[config.mk]
export PLATFORM = sky130hd
export DESIGN_NAME = fetch_stage
export DESIGN_NICKNAME = d
export VERILOG_FILES = /design/src/rtl/cpu_types_pkg.sv /design/src/rtl/ifid.sv /design/src/rtl/fetch_stage.sv
export SDC_FILE = /design/constraint.sdc
export NUM_CORES = 1
export LEC_CHECK = 0
export ABC_AREA = 1
export ABC_CLOCK_PERIOD_IN_PS = 2400
export BUFFER_PORTS_ARGS = -buffer_cell sky130_fd_sc_hd__buf_2
export CAP_MARGIN = 20
export CORE_ASPECT_RATIO = 1.25
export CORE_MARGIN = 1
export CORE_UTILIZATION = 57
export CTS_CLUSTER_DIAMETER = 150
export DETAILED_ROUTE_END_ITERATION = 8
export HOLD_SLACK_MARGIN = 0.02
export MAX_ROUTING_LAYER = met4
export PLACE_DENSITY = 0.95
export SYNTH_ARGS = -nofsm -noshare
export SYNTH_HDL_FRONTEND = slang
export SYNTH_SLANG_ARGS = --single-unit
[constraint.sdc]
create_clock -name CLK -period 2.4 [get_ports CLK]
set_clock_uncertainty 0.05 [all_clocks]
set_input_delay 0.48 -clock CLK [delete_from_list [all_inputs] [get_ports CLK]]
set_output_delay 0.48 -clock CLK [all_outputs]
set_load 0.01 [all_outputs]
[src/rtl/cpu_types_pkg.sv]
// Shared CPU types: machine word, fetch FSM encoding, IF/ID payload.
package cpu_types_pkg;

    localparam int unsigned WORD_W = 32;

    typedef logic [WORD_W-1:0] word_t;

    typedef enum logic [1:0] {
        RUN    = 2'd0,
        PEND   = 2'd1,
        HALTED = 2'd2
    } fetch_state_t;

    // All-zero word doubles as the pipeline bubble.
    localparam word_t NOP_INSTR = '0;

    typedef struct packed {
        word_t instr;
        word_t npc;
        word_t pc;
    } ifid_t;

    localparam ifid_t IFID_BUBBLE = '{instr: NOP_INSTR, npc: '0, pc: '0};

    // Sequential PC; wraps modulo 2^32.
    function automatic word_t pc_plus4(input word_t pc);
        return pc + word_t'(4);
    endfunction

endpackage

[src/rtl/ifid.sv]
// IF/ID pipeline register: load, bubble (flush to NOP) or hold.
module ifid
    import cpu_types_pkg::*;
(
    input  logic  CLK,
    input  logic  nRST,
    input  logic  load,
    input  logic  bubble,
    input  ifid_t din,
    output ifid_t dout
);

    // Bubble outranks load; neither asserted means hold.
    always_ff @(posedge CLK, negedge nRST) begin
        if (!nRST) begin
            dout <= IFID_BUBBLE;
        end else if (bubble) begin
            dout <= IFID_BUBBLE;
        end else if (load) begin
            dout <= din;
        end
    end

endmodule

[src/rtl/fetch_stage.sv]
// Instruction fetch: PC, I-cache request, redirect/halt handling, IF/ID register.
module fetch_stage
    import cpu_types_pkg::*;
#(
    parameter word_t PC_INIT = 32'h0000_0000
) (
    input  logic  CLK,
    input  logic  nRST,
    input  logic  ihit,
    input  word_t iload,
    input  logic  stall_IFID,
    input  logic  redirect_valid,
    input  word_t redirect_pc,
    input  logic  halt,
    output logic  imemREN,
    output word_t imemaddr,
    output word_t instr_out,
    output word_t npc_out,
    output word_t pc_out
);

    fetch_state_t state, state_n;
    word_t        pc, pc_n;
    word_t        pend_pc, pend_pc_n;
    logic         ifid_load, ifid_bubble;
    ifid_t        ifid_d, ifid_q;

    // State, PC, pending target and read enable registers.
    always_ff @(posedge CLK, negedge nRST) begin
        if (!nRST) begin
            state   <= RUN;
            pc      <= PC_INIT;
            pend_pc <= '0;
            imemREN <= 1'b1;
        end else begin
            state   <= state_n;
            pc      <= pc_n;
            pend_pc <= pend_pc_n;
            imemREN <= (state_n != HALTED);
        end
    end

    // Next-state: a redirect that misses parks in PEND until the miss completes.
    always_comb begin
        state_n = state;
        unique case (state)
            RUN: begin
                if (halt) begin
                    state_n = HALTED;
                end else if (redirect_valid && !ihit) begin
                    state_n = PEND;
                end
            end
            PEND: begin
                if (halt) begin
                    state_n = HALTED;
                end else if (ihit) begin
                    state_n = RUN;
                end
            end
            HALTED: state_n = HALTED;
            default: state_n = RUN;
        endcase
    end

    // PC, pending target and IF/ID control; flush/halt outrank the stall.
    always_comb begin
        pc_n        = pc;
        pend_pc_n   = pend_pc;
        ifid_load   = 1'b0;
        ifid_bubble = 1'b0;
        unique case (state)
            RUN: begin
                if (halt) begin
                    ifid_bubble = 1'b1;
                end else if (redirect_valid) begin
                    ifid_bubble = 1'b1;
                    if (ihit) begin
                        pc_n = redirect_pc;
                    end else begin
                        pend_pc_n = redirect_pc;
                    end
                end else if (ihit) begin
                    if (!stall_IFID) begin
                        ifid_load = 1'b1;
                        pc_n      = pc_plus4(pc);
                    end
                end else begin
                    ifid_bubble = 1'b1;
                end
            end
            PEND: begin
                ifid_bubble = 1'b1;
                if (!halt) begin
                    if (redirect_valid) begin
                        pend_pc_n = redirect_pc;
                        if (ihit) begin
                            pc_n = redirect_pc;
                        end
                    end else if (ihit) begin
                        pc_n = pend_pc;
                    end
                end
            end
            default: ;
        endcase
    end

    assign ifid_d = '{instr: iload, npc: pc_plus4(pc), pc: pc};

    ifid u_ifid (
        .CLK    (CLK),
        .nRST   (nRST),
        .load   (ifid_load),
        .bubble (ifid_bubble),
        .din    (ifid_d),
        .dout   (ifid_q)
    );

    assign imemaddr  = pc;
    assign instr_out = ifid_q.instr;
    assign npc_out   = ifid_q.npc;
    assign pc_out    = ifid_q.pc;

endmodule

# Yosys cells after proc, flatten, opt, wreduce, memory -nomap -nowiden
# Cells that the tools add are included.
# word_totals
output_inout_bits	129
input_bits	70
ff_bits	163
word_cells	57
mem_count	0
mem_bits_ro	0
latchBits	0
ramBits	0
# classes
n_div	0
n_mul	0
n_shift	0
n_reduce_logical	7
muxes	31
n_bitwise	0
n_addsub	1
order_cmp	0
eq_ne	11
# ops
cell	count
two-way mux 32 bit	13
two-way mux 96 bit	2
one-hot mux 32 bit (2 select lines)	2
adder 32 x 3 -> 32 bit, second input constant	1
inequality test 2 bit, second input constant	6
AND reduction 6 bit	2
inequality test 3 bit, second input constant	3
two-way mux 1 bit	8
two-way mux 2 bit	4
one-hot mux 2 bit (3 select lines)	1
nonzero test 2 bit	2
equality test 2 x 1 -> 1 bit, second input constant	1
equality test 2 bit, second input constant	1
zero test 2 bit	1
one-hot mux 1 bit (2 select lines)	1
logical AND 1 bit	1
zero test 1 bit	1

# Depth between registers and ports, before layout
# logic_depth
word_depth	7
depth_mapped	12

# By module
# Synthesis repeated with hierarchy kept, for this count alone.
# unflattened
hier_cells	1001
area_unflattened_um2	8280.4
# modules_own_cells
module	cells_each	instances	seq_area_each_um2	area_each_um2
fetch_stage	584	1	1677.9	4498.1
ifid	417	1	2402.3	3782.4

# Worst setup path after synthesis
# Ideal clock, no wire load.
# synth_path
path_type	input-to-reg
startpoint	in ihit
endpoint	reg pend_pc[18]
t_required_ps	2225
setup_time_ps	125
arrival_time_ps	1520
path_slack_ps	706
cell_stages	5
cell_sequence	buf_4 > inv_2 > o211ai_1 > buf_2 > mux2_2
# synth_between
elab_chain_len	2
# synth_lines
element	line_no	rtl
from (decl)	fetch_stage.sv:9	input logic ihit,
inequality test 2 bit (no source line)	-	
AND reduction 6 bit (no source line)	-	
to (signal assigned)	fetch_stage.sv:38	pend_pc <= pend_pc_n;
to (decl)	fetch_stage.sv:24	word_t pend_pc, pend_pc_n;
# Every way passes these cells.
# A chain may end at the register's enable or synchronous reset.

# Worst setup path after layout
# layout_path
startpoint	reg pc[2] (netlist: imemaddr[2])
endpoint	reg pc[14] (netlist: imemaddr[14])
# layout_between
elab_chain_len	6
# layout_lines
element	line_no	rtl
from (decl)	fetch_stage.sv:23	word_t pc, pc_n;
from (signal assigned)	fetch_stage.sv:37	pc <= pc_n;
adder 32 x 3 -> 32 bit	cpu_types_pkg.sv:27	return pc + word_t'(4);
two-way mux 32 bit	fetch_stage.sv:84	if (!stall_IFID) begin
two-way mux 32 bit	fetch_stage.sv:83	end else if (ihit) begin
two-way mux 32 bit	fetch_stage.sv:76	end else if (redirect_valid) begin
two-way mux 32 bit	fetch_stage.sv:74	if (halt) begin
one-hot mux 32 bit (2 select lines)	fetch_stage.sv:72	unique case (state)
# Every way passes these cells. The select of a mux whose other input is x is not followed.

==> flow_summary.ini <==
[logic_synthesis]
ys_warn_count = 0
syn-cell-area_mm2 = 0.00768
yosys_register_bits = 161
synthesis.nets = 987
seq_area_frac_synth_pct = 52.5
yosysUniqueCellTypes = 33
synthCells = 916
synth.avg_cell_area_um2 = 8.38

[floorplan]
core-area_mm2 = 0.0132
die_width_um = 106
rows = 47
dieHeight_um = 132
ioPinCount = 199
initial_core_util_pct = 58.3
dieArea_mm2 = 0.0139

[clock_tree]
cts_sinks = 161
clk_pin_slew_ns = 0.07
cts_setup_buffers = 0
cts_root_buf = clkbuf_16
htreeDepth = 4
cts_tree = yes
clk_latency_ns = 0.42
cts_buffers = 17
clockBufferDepth = 2

[worst_setup_path]
rrSetupSlack_ns = 0.33
start_kind = flip-flop
timing.rr.start = imemaddr[2]
crit_path_start = imemaddr[2]
reg2reg_to = imemaddr[14]
setup.worst_path.end = imemaddr[14]
required_ns = 2.71
end_kind = flip-flop
critical_path.max_fanout = 9
arrival_ns = 2.38
worstRegToRegCells = 10
critPathKind = reg2reg

[global_route]
grt_overflow = 0
grt_pass1_vias = 6640
grt_pass1_wl_mm = 34.4
grt_max_degree = 95
antenna_found_initial = 0
grtUsageTotal_pct = 33.0

[pwr]
ir_drop_uv = 388
p_leak_nw = 5.10
pwr_density_cell_mw_per_mm2 = 726

[route]
final_antenna_net_count = 0
drcViolationCount = 0
vias_per_cell = 5.59
wl_per_cell_um = 17.2
drt_iter0_drc = 728
wirelength_mm = 22.1
vias = 7178
dr.pass1.iters = 6

[timing]
drv_slew = 0
setup_tns_ns = 0
rsz0062_at_grt = no
worstMarginPinSlew_ns = 0.760
fmax_mhz = 483
hold_viol_final = 0
final_period_minus_worst_setup_slack_ns = 2.07
min_period_over_period_pct = 86.3
relSlewSlack_pct = 49.2
setup_viol = 0

[run_status]
status = completed

[run]
drv_cap = 0

[cells_and_area]
fillers = 1034
final_area_mm2 = 0.00939
areaGrowthSynthToFinish_pct = 22.2
drive_above_1_share_pct = 24.6
n_antenna_cell = 0
fin_nets = 1170

[placed_design]
gp_congestion = 0.977
dp_hpwl_mm = 15.9
io_buffers = 198
place_area_mm2 = 0.00880

[hold_path]
min_path_type = in2reg
==> cell type report <==
| cell class | instances | area (µm²) | area share (%) |
|---|---|---|---|
| well taps | 171 | 214 | 2.28 |
| inverters | 74 | 278 | 2.96 |
| repair buffers | 212 | 1170 | 12.4 |
| clock buffers | 17 | 425 | 4.53 |
| flip-flops and latches | 161 | 4030 | 42.9 |
| clock inverters | 15 | 148 | 1.57 |
| multi-input cells | 633 | 3120 | 33.3 |
==> critical path, cell delays in order (launching register included) <==
cell and delay, ns:
dfrtp_1 0.53, ha_1 0.27, nand2_1 0.07, nor2_1 0.17, nand2_2 0.16, nor2_4 0.19, xor2_1 0.27, nand2_1 0.12
nand2_1 0.07, nand2_1 0.05, nand2_1 0.06
==> cell usage in the layout (no fill, tap or decap), types with 8 or more instances in the layout <==
cell type | Yosys | routed
clkbuf_16 | 0 | 17
inv_1 | 69 | 68
nor2_1 | 62 | 62
o21ai_0 | 37 | 37
a22o_1 | 45 | 45
nand2_1 | 309 | 309
buf_4 | 10 | 8
nand3_1 | 21 | 21
o21ai_1 | 38 | 38
xor2_1 | 14 | 14
a21oi_1 | 52 | 52
dfrtp_1 | 160 | 160
mux2_2 | 14 | 14
buf_2 | 18 | 197
==> through the flow <==
stage | instances | utilization (%) | setup WS, ns | total power, mW | hold WS (ns)
after floorplan | 916 | - | 0.706 | 3.66 | 0.134
after global placement | 1250 | 66.8 | 0.441 | 4.17 | 0.378
after detailed placement | 1250 | 66.8 | 0.379 | 4.20 | 0.379
after CTS | 1283 | 71.2 | 0.370 | 6.80 | 0.219
after global routing | 1283 | 71.2 | 0.170 | 7.06 | 0.224
final | 1283 | 71.2 | 0.328 | 6.81 | 0.225
==> layer usage <==
| metal | vias up | share of wire (%) | GRT usage, % |
|---|---|---|---|
| met2 | 392 | 49 | 52.2 |
| met1 | 3389 | 39 | 41.9 |
| met4 | 0 | 3.1 | 14.1 |
| li1 | 3341 | - | - |
| met3 | 56 | 8.7 | 5.73 |
| met5 | - | 0 | - |
==> Yosys cell counts <==
master / number / area (µm²)
nand3_1: 21 / 105
o21ai_1: 38 / 190
o211ai_2: 1 / 12.5
nand3b_1: 2 / 15.0
a22oi_1: 4 / 30.0
nand2_2: 3 / 18.8
o22ai_1: 2 / 12.5
o211ai_1: 2 / 15.0
dfstp_2: 1 / 26.3
nor3_1: 3 / 15.0
xor2_1: 14 / 123
buf_4: 10 / 75.1
mux2_2: 14 / 158
and2_1: 1 / 6.26
buf_6: 1 / 11.3
o21bai_1: 6 / 45.0
buf_2: 18 / 90.1
a221oi_1: 4 / 35.0
nor2_2: 2 / 12.5
nor2_1: 62 / 233
xnor2_1: 1 / 8.76
nor2_4: 4 / 45.0
o21ai_0: 37 / 185
a31oi_1: 5 / 31.3
inv_1: 69 / 259
buf_1: 1 / 3.75
inv_2: 5 / 18.8
ha_1: 1 / 12.5
clkbuf_1: 18 / 67.6
a22o_1: 45 / 394
a21oi_1: 52 / 260
dfrtp_1: 160 / 4000
nand2_1: 309 / 1160
==> logic make-up (layout without fill, tap and decap cells) <==
logic type	count (synthesis)	after routing	share of synthesized area [%]
multiplexers	14	14	2.05
flip-flops	161	161	52.5
AO/OA/AOI/OAI	196	196	15.8
XOR/XNOR	15	15	1.71
AND/OR/NAND/NOR	407	407	21.0
buffers and inverters	122	318	6.84
adder cells (fa/ha/maj)	1	1	0.163
==> registers in the layout, indices dropped and copies added, names as in the netlist <==
register     cells
imemREN          1
u_ifid.dout     94
pend_pc         32
imemaddr        32
state            2
==> report_power, final <==
group	leakage (nW)	switching, mW	internal (mW)
clock network	0.273	1.17	1.45
logic	2.69	0.641	0.369
registers	2.14	0.271	2.90
==> timing repair <==
item,4_1_cts,5_1_grt
setup endpoints to repair,0,0
endpoints found under the hold margin,42,0
resized for setup,0,0
hold buffers,1,0
==> how the worst min path moves through the flow <==
stage | start | endpoint | slack, ns | depth (start not counted)
finish | iload[26] | u_ifid.dout[90] | 0.23 | 2
global route | iload[26] | u_ifid.dout[90] | 0.22 | 2
CTS | iload[26] | u_ifid.dout[90] | 0.22 | 2
detailed placement | nRST | u_ifid.dout[18] | 0.38 | 1
global placement | nRST | u_ifid.dout[95] | 0.38 | 1
floorplan | nRST | imemaddr[0] | 0.13 | 0
(Power assumes the default switching activity.)
